### config.mk
export PLATFORM = sky130hd
export DESIGN_NAME = issue_scheduler
export DESIGN_NICKNAME = d
export VERILOG_FILES = /design/src/rtl/issue_scheduler.sv
export SDC_FILE = /design/constraint.sdc
export NUM_CORES = 1
export LEC_CHECK = 0
export ABC_CLOCK_PERIOD_IN_PS = 3700
export BUFFER_PORTS_ARGS = -buffer_cell sky130_fd_sc_hd__buf_2
export CAP_MARGIN = 20
export CORE_MARGIN = 2
export CORE_UTILIZATION = 45
export DETAILED_ROUTE_END_ITERATION = 8
export PLACE_DENSITY = 0.65
export SYNTH_ARGS = -nofsm -noshare
export SYNTH_HDL_FRONTEND = slang
export SYNTH_SLANG_ARGS = --single-unit
### constraint.sdc
create_clock -name clock -period 3.7 [get_ports clock]
set_input_delay 0.37 -clock clock [delete_from_list [all_inputs] [get_ports clock]]
set_output_delay 0.37 -clock clock [all_outputs]
set_load 0.02 [all_outputs]
### src/rtl/issue_scheduler.sv
`default_nettype none
//==============================================================================
// Module      : issue_scheduler
// Description : Round-robin issue arbiter for an ALU pool and a non-pipelined
//               multiplier pool, with a multiplier occupancy counter.
//               Optional macro ISSUE_SCHED_PERF_EN adds saturating perf counters.
// Revision    : 1.0 - initial release
//==============================================================================
module issue_scheduler #(
    parameter int RS_SIZE  = 8,
    parameter int MULT_LAT = 4
) (
    input  logic                       clock,
    input  logic                       reset_n,
    input  logic [RS_SIZE-1:0]         rs_req,
    input  logic [RS_SIZE-1:0]         rs_is_mult,
    input  logic                       ex_stall,
    input  logic                       squash,
    output logic [RS_SIZE-1:0]         alu_grant,
    output logic [$clog2(RS_SIZE)-1:0] alu_grant_idx,
    output logic                       alu_grant_valid,
    output logic [RS_SIZE-1:0]         mult_grant,
    output logic [$clog2(RS_SIZE)-1:0] mult_grant_idx,
    output logic                       mult_grant_valid,
    output logic                       mult_busy
`ifdef ISSUE_SCHED_PERF_EN
    ,
    output logic [31:0]                perf_alu_issues,
    output logic [31:0]                perf_mult_issues,
    output logic [31:0]                perf_stall_cycles
`endif
);

    localparam int IW = $clog2(RS_SIZE);
    localparam int CW = (MULT_LAT > 1) ? $clog2(MULT_LAT) : 1;
    localparam logic [CW-1:0] c_busy_load = CW'(MULT_LAT - 1);

    logic [IW-1:0]      r_alu_ptr;
    logic [IW-1:0]      r_mult_ptr;
    logic [CW-1:0]      r_busy_cnt;

    logic [RS_SIZE-1:0] w_alu_pool;
    logic [RS_SIZE-1:0] w_mult_pool;
    logic               w_alu_found;
    logic               w_mult_found;
    logic [IW-1:0]      w_alu_idx;
    logic [IW-1:0]      w_mult_idx;
    logic               w_gate;
    logic               w_alu_valid;
    logic               w_mult_valid;

    assign w_alu_pool  = rs_req & ~rs_is_mult;
    assign w_mult_pool = rs_req & rs_is_mult;
    // Reset is folded into the gate so outputs are zero during reset without a clock.
    assign w_gate      = reset_n & ~ex_stall & ~squash;

    always_comb begin
        w_alu_found  = 1'b0;
        w_alu_idx    = '0;
        w_mult_found = 1'b0;
        w_mult_idx   = '0;
        for (int k = 0; k < RS_SIZE; k++) begin
            if (!w_alu_found && w_alu_pool[r_alu_ptr + IW'(k)]) begin
                w_alu_found = 1'b1;
                w_alu_idx   = r_alu_ptr + IW'(k);
            end
            if (!w_mult_found && w_mult_pool[r_mult_ptr + IW'(k)]) begin
                w_mult_found = 1'b1;
                w_mult_idx   = r_mult_ptr + IW'(k);
            end
        end
    end

    assign mult_busy        = (r_busy_cnt != '0);
    assign w_alu_valid      = w_alu_found & w_gate;
    assign w_mult_valid     = w_mult_found & w_gate & ~mult_busy;

    assign alu_grant_valid  = w_alu_valid;
    assign alu_grant_idx    = w_alu_valid ? w_alu_idx : '0;
    assign alu_grant        = w_alu_valid ? (RS_SIZE'(1) << w_alu_idx) : '0;
    assign mult_grant_valid = w_mult_valid;
    assign mult_grant_idx   = w_mult_valid ? w_mult_idx : '0;
    assign mult_grant       = w_mult_valid ? (RS_SIZE'(1) << w_mult_idx) : '0;

    always_ff @(posedge clock or negedge reset_n) begin
        if (!reset_n) begin
            r_alu_ptr  <= '0;
            r_mult_ptr <= '0;
            r_busy_cnt <= '0;
        end else if (squash) begin
            r_alu_ptr  <= '0;
            r_mult_ptr <= '0;
            r_busy_cnt <= '0;
        end else begin
            if (w_alu_valid) begin
                r_alu_ptr <= w_alu_idx + IW'(1);
            end
            if (w_mult_valid) begin
                r_mult_ptr <= w_mult_idx + IW'(1);
                r_busy_cnt <= c_busy_load;
            end else if (r_busy_cnt != '0) begin
                r_busy_cnt <= r_busy_cnt - CW'(1);
            end
        end
    end

`ifdef ISSUE_SCHED_PERF_EN
    logic [31:0] r_perf_alu;
    logic [31:0] r_perf_mult;
    logic [31:0] r_perf_stall;

    // Saturating counters; squash intentionally leaves them untouched.
    always_ff @(posedge clock or negedge reset_n) begin
        if (!reset_n) begin
            r_perf_alu   <= '0;
            r_perf_mult  <= '0;
            r_perf_stall <= '0;
        end else begin
            if (w_alu_valid && (r_perf_alu != '1)) begin
                r_perf_alu <= r_perf_alu + 32'd1;
            end
            if (w_mult_valid && (r_perf_mult != '1)) begin
                r_perf_mult <= r_perf_mult + 32'd1;
            end
            if (ex_stall && (rs_req != '0) && (r_perf_stall != '1)) begin
                r_perf_stall <= r_perf_stall + 32'd1;
            end
        end
    end

    assign perf_alu_issues   = r_perf_alu;
    assign perf_mult_issues  = r_perf_mult;
    assign perf_stall_cycles = r_perf_stall;
`endif

endmodule
`default_nettype wire

### Word-level counts from Yosys, hierarchy flattened

Cells that the tools add are included.

| storage, ports and cells | value |
|---|---|
| register bits after elaboration | 8 |
| bits in latches | 0 |
| memory bits (writable) | 0 |
| ROM bits | 0 |
| input bits | 20 |
| word-level logic and storage cells | 156 |
| memories kept | 0 |

| cells by class | value |
|---|---|
| $add $sub $neg | 17 |
| $mul | 0 |
| div/mod/pow operators | 0 |
| magnitude comparators | 16 |
| equal/unequal tests | 0 |
| shift-type cells | 2 |
| muxes and demuxes | 75 |
| bitwise logic cells | 11 |
| reduce and logical (&&, ||, !) cells | 32 |

Operators with widths:

| kind | number |
|---|---|
| 3-bit 2-to-1 mux | 22 |
| 3-bit by 4-bit < comparator with 1-bit output (second input constant) | 16 |
| 1-bit binary-select mux with 3-bit select | 16 |
| 1-bit 2-to-1 mux | 32 |
| 3-bit adder (second input constant) | 8 |
| 8-bit bitwise AND | 2 |
| 8-bit 2-to-1 mux | 2 |
| 1-bit by 3-bit left shift with 8-bit output (first input constant) | 2 |
| 1-bit logical AND | 14 |
| 1-bit zero test | 14 |
| 3-bit by 1-bit adder with 3-bit output (second input constant) | 4 |
| 3-bit by 2-bit adder with 3-bit output (second input constant) | 4 |
| 8-bit inverter | 1 |
| 2-bit 2-to-1 mux | 3 |
| 2-bit nonzero test | 3 |
| 1-bit bitwise AND | 5 |
| 1-bit inverter | 3 |
| 3-bit nonzero test | 1 |
| 2-bit by 1-bit subtractor with 2-bit output (second input constant) | 1 |

### Longest topological paths before layout

| logic depth | value |
|---|---|
| depth in word-level cells | 29 |
| gate-level depth with buffers | 14 |
| mapped depth without buffers | 13 |

### Least setup slack after synthesis

Ideal clock, no wire load.

| timing | value |
|---|---|
| kind | register to output |
| from | register r_alu_ptr[1] |
| to | output port alu_grant[7] |
| arrival time | 3.032 ns |
| data required time | 3.330 ns |
| slack | 0.298 ns |
| cell stages (with the launch flop) | 10 |
| path buffers | 2 |
| cell sequence | dfrtp_1 -> clkbuf_1 -> clkinv_1 -> ha_1 -> clkbuf_1 -> mux4_2 -> a2111oi_0 -> or4_1 -> a32o_2 -> nor3_1 |

| between the ends | value |
|---|---|
| word-level cells in the longest chain between the ends | 26 |

Ends and longest elaborated chain:

| item | line | RTL |
|---|---|---|
| start: declaration | 38 | `logic [IW-1:0] r_alu_ptr;` |
| start signal: assignment | 96 | `r_alu_ptr <= w_alu_idx + IW'(1);` |
| parallel branches: the longest is 25 deep, another holds 3-bit by 1-bit adder with 3-bit output | -- |  |
| 8-bit 2-to-1 mux (*) | 80 | `assign alu_grant = w_alu_valid ? (RS_SIZE'(1) << w_alu_idx) : '0;` |
| end: declaration | 19 | `output logic [RS_SIZE-1:0] alu_grant,` |

Every way passes the cells marked *. The select of a mux whose other input is x is not followed.

### Worst setup path after layout

| timing | value |
|---|---|
| from | register r_mult_ptr[0] |
| to | output port mult_grant[3] |

| between the ends | value |
|---|---|
| word-level cells in the longest chain between the ends | 27 |

Ends and longest elaborated chain:

| item | line | RTL |
|---|---|---|
| start: declaration | 39 | `logic [IW-1:0] r_mult_ptr;` |
| start signal: assignment | 99 | `r_mult_ptr <= w_mult_idx + IW'(1);` |
| parallel branches: the longest is 26 deep, another holds 3-bit by 1-bit adder with 3-bit output | -- |  |
| 8-bit 2-to-1 mux (*) | 83 | `assign mult_grant = w_mult_valid ? (RS_SIZE'(1) << w_mult_idx) : '0;` |
| end: declaration | 22 | `output logic [RS_SIZE-1:0] mult_grant,` |

Marks and branches as above.

==> results_dict.tcl <==
set metrics [dict create \
    final.fill_count 518 \
    max-cap-violations 0 \
    drt-total-wl_um 7330 \
    vdd.ir_drop.worst_uv 331 \
    htree_num_levels 1 \
    grt_antenna_before_repair 0 \
    final_nets 401 \
    grt_pass1_wl_um 11900 \
    yosysWarnings 0 \
    wire_per_inst_um 16.7 \
    tritoncts "built" \
    dr_total_vias 2727 \
    max_freq_mhz 281 \
    critical_path_required_ns 3.33 \
    io_buffer_count 44 \
    post_synth_inst_count 310 \
    grt_max_degree 19 \
    top_level_ports 45 \
    cts_buffer_count 3 \
    dpl.hpwl_um 5710 \
    coreArea_sq_um 5470 \
    final-instance-count-excl-fill 440 \
    clkLatencyLatePin_ns 0.22 \
    timing.critical_path.arrival_ns 3.19 \
    die_h_um 79.0 \
    grt_setup_unrepaired "true" \
    synth_cell_types 73 \
    gpl.final_weighted_congestion 0.929 \
    worst_setup_path_end_kind "primary output" \
    antennaDiodeCount 0 \
    finalCritPeriodShare_pct 96.3 \
    dpl.cell_count 430 \
    worst-path-max-fanout 18 \
    finalMaxSlewViolations 0 \
    starting_density_of_the_core_pct 46.3 \
    seq_area_frac_synth_pct 7.90 \
    layout.area.seq_sq_um 204 \
    pwr_density_cell_nw_per_um2 619 \
    max-slew-margin-rel_pct 55.2 \
    power.leakage_nw 1.31 \
    syn_area_sq_um 2530 \
    criticalPathCategory "flop to primary output" \
    max_slew.worst_pin.slew_ns 0.671 \
    final_setup_violation_count 0 \
    first_global_vias 2552 \
    cts.path.max_buffers 2 \
    syn2layout_area_growth_pct 21.3 \
    synth_fp_nets 341 \
    postSynth.asyncResetShare_pct 100 \
    synth_seq_cells 8 \
    final-hold-violation-count 0 \
    outcome "finished, final reports clean" \
    number_of_drc_violations_after_detailed_routing_iteration_0 217 \
    hold_class "input port to flop" \
    timing.final.crit_period_ns 3.56 \
    post-route-drc-count 0 \
    utilization_pct 56.2 \
    gr-usage-all-layers_pct 23.1 \
    prevailing_post_synth_register_cell "dfrtp_1" \
    globalRoute.totalOverflow 0 \
    detail-route-antenna-nets 0 \
    std_cell_rows 27 \
    drtPass1Iterations 4 \
    clockRootBuffer "clkbuf_8" \
    synth_enable_flop_cells 0 \
    detail_route.vias_per_cell 6.20 \
    critical_path.startpoint_type "flop" \
    multi_input_comb_area_sq_um 2260 \
    cts.sink_count 8 \
    die_area_sq_um 6250 \
    clk_pin_slew_worst_paths_ns 0.04 \
    synthesis.area_per_instance_sq_um 8.17 \
    clock_skew_ns 0.00135 \
    die_x_um 79.0 \
    drive_above_1_share_pct 37.5 \
]
[metal layers]
metal	wire length [um]	share of wire [%]	vias to the layer above	global-route usage, %
met5	0	0	-	0
met1	3220	44	1324	30.7
met4	138	1.9	0	6.21
met2	3700	50	79	40.4
met3	273	3.7	14	2.05
li1	-	-	1310	-
[placed cells by master (no fill, tap or decap), types with 5 or more instances in the layout]
master    instances
dfrtp_1           5
nand2b_1          5
nand2_1          24
nor2b_1          13
inv_1             6
and2_1            5
inv_2             6
nand3b_1          6
and3_1            6
mux4_2           18
o21ai_0          12
nand3_1          20
mux2i_1          11
nor3_1            8
nor2_1           28
a21oi_1          16
buf_4            22
o22ai_1           7
ha_1             10
buf_2            44
[stage by stage]
step           setup TNS [ns]  instance area [sq um]  hold WS [ns]  setup slack (ns)  power, W
6_report                    0                   3070         0.439             0.137   0.00190
5_1_grt                -0.323                   3070         0.442           -0.0892   0.00208
4_1_cts                     0                   2960         0.431           0.00167   0.00181
3_5_place_dp                0                   2890         0.220             0.190   0.00168
3_3_place_gp                0                   2890         0.219             0.164   0.00168
2_1_floorplan               0                   2530        0.0744             0.298   0.00135
[what timing repair did]
item / 4_1_cts / 5_1_grt
hold buffers: 1 / 0
pin swaps: 1 / 3
cloned: 0 / 0
hold endpoints to repair: 8 / 0
gates resized for setup: 1 / 19
endpoints found under the setup margin: 1 / 16
setup buffers: 1 / 5
[critical path: stages, from the launching register on]
cell and delay [ns]:
dfrtp_2 0.40, buf_6 0.18, nand3b_1 0.23, nand2_2 0.13, mux4_2 0.57, nor3_4 0.37
a211oi_2 0.12, nor2_1 0.11, o22a_2 0.16, inv_1 0.06, ha_1 0.19, ha_1 0.18
and2_1 0.13, buf_2 0.15
[kinds of logic after synthesis]
kind of cell / synth area share [%]
buffers and inverters: 5.88
and+or+nand+nor: 30.6
muxes: 23.5
xor gates and xnor gates: 3.95
AOI/OAI and AO/OA: 22.8
adders and majority gates: 5.43
DFF: 7.90
[registers in the layout, indices dropped and copies added (netlist names)]
register    flops
r_alu_ptr       3
r_busy_cnt      2
r_mult_ptr      3
[Yosys cell counts (all sizes together), types with 8 or more instances]
master | number | area, sq um
nor2 | 30 | 118
nand2 | 28 | 105
nand3 | 20 | 100
mux4 | 18 | 405
a21oi | 16 | 80.1
o21ai | 15 | 78.8
inv | 14 | 60.1
nor2b | 14 | 90.1
mux2i | 12 | 133
ha | 11 | 138
nor3 | 10 | 72.6
buf | 8 | 62.6
dfrtp | 8 | 200
o22ai | 8 | 50.1
[power by group]
group          total (W)  switching [W]  leakage, nW  internal [W]
clock           0.000100      0.0000303       0.0216     0.0000701
combinational    0.00164       0.000913         1.19      0.000731
sequential      0.000159      0.0000455        0.103      0.000114
[area by class of cell]
class                   count  share of cell area [%]
repair buffers             69                    13.6
multi-input cells         273                    73.4
flip-flops and latches      8                    6.63
clock buffers               3                    1.34
well taps                  72                    2.93
inverters                  15                    2.08
[path summary, 6_finish.rpt]
check | start | endpoint | slack, ns | cells past startpoint
max | r_mult_ptr[0] | mult_grant[3] | 0.14 | 13
min | squash | r_mult_ptr[2] | 0.44 | 2
max reg2reg | r_alu_ptr[0] | r_alu_ptr[2] | 0.44 | 10
min reg2reg | r_busy_cnt[1] | r_busy_cnt[1] | 0.59 | 2
max in group asynchronous | reset_n | r_alu_ptr[0] | 2.98 | 2
min in group asynchronous | reset_n | r_mult_ptr[0] | 0.54 | 2
Note: power is estimated with default switching activity, not from simulation.
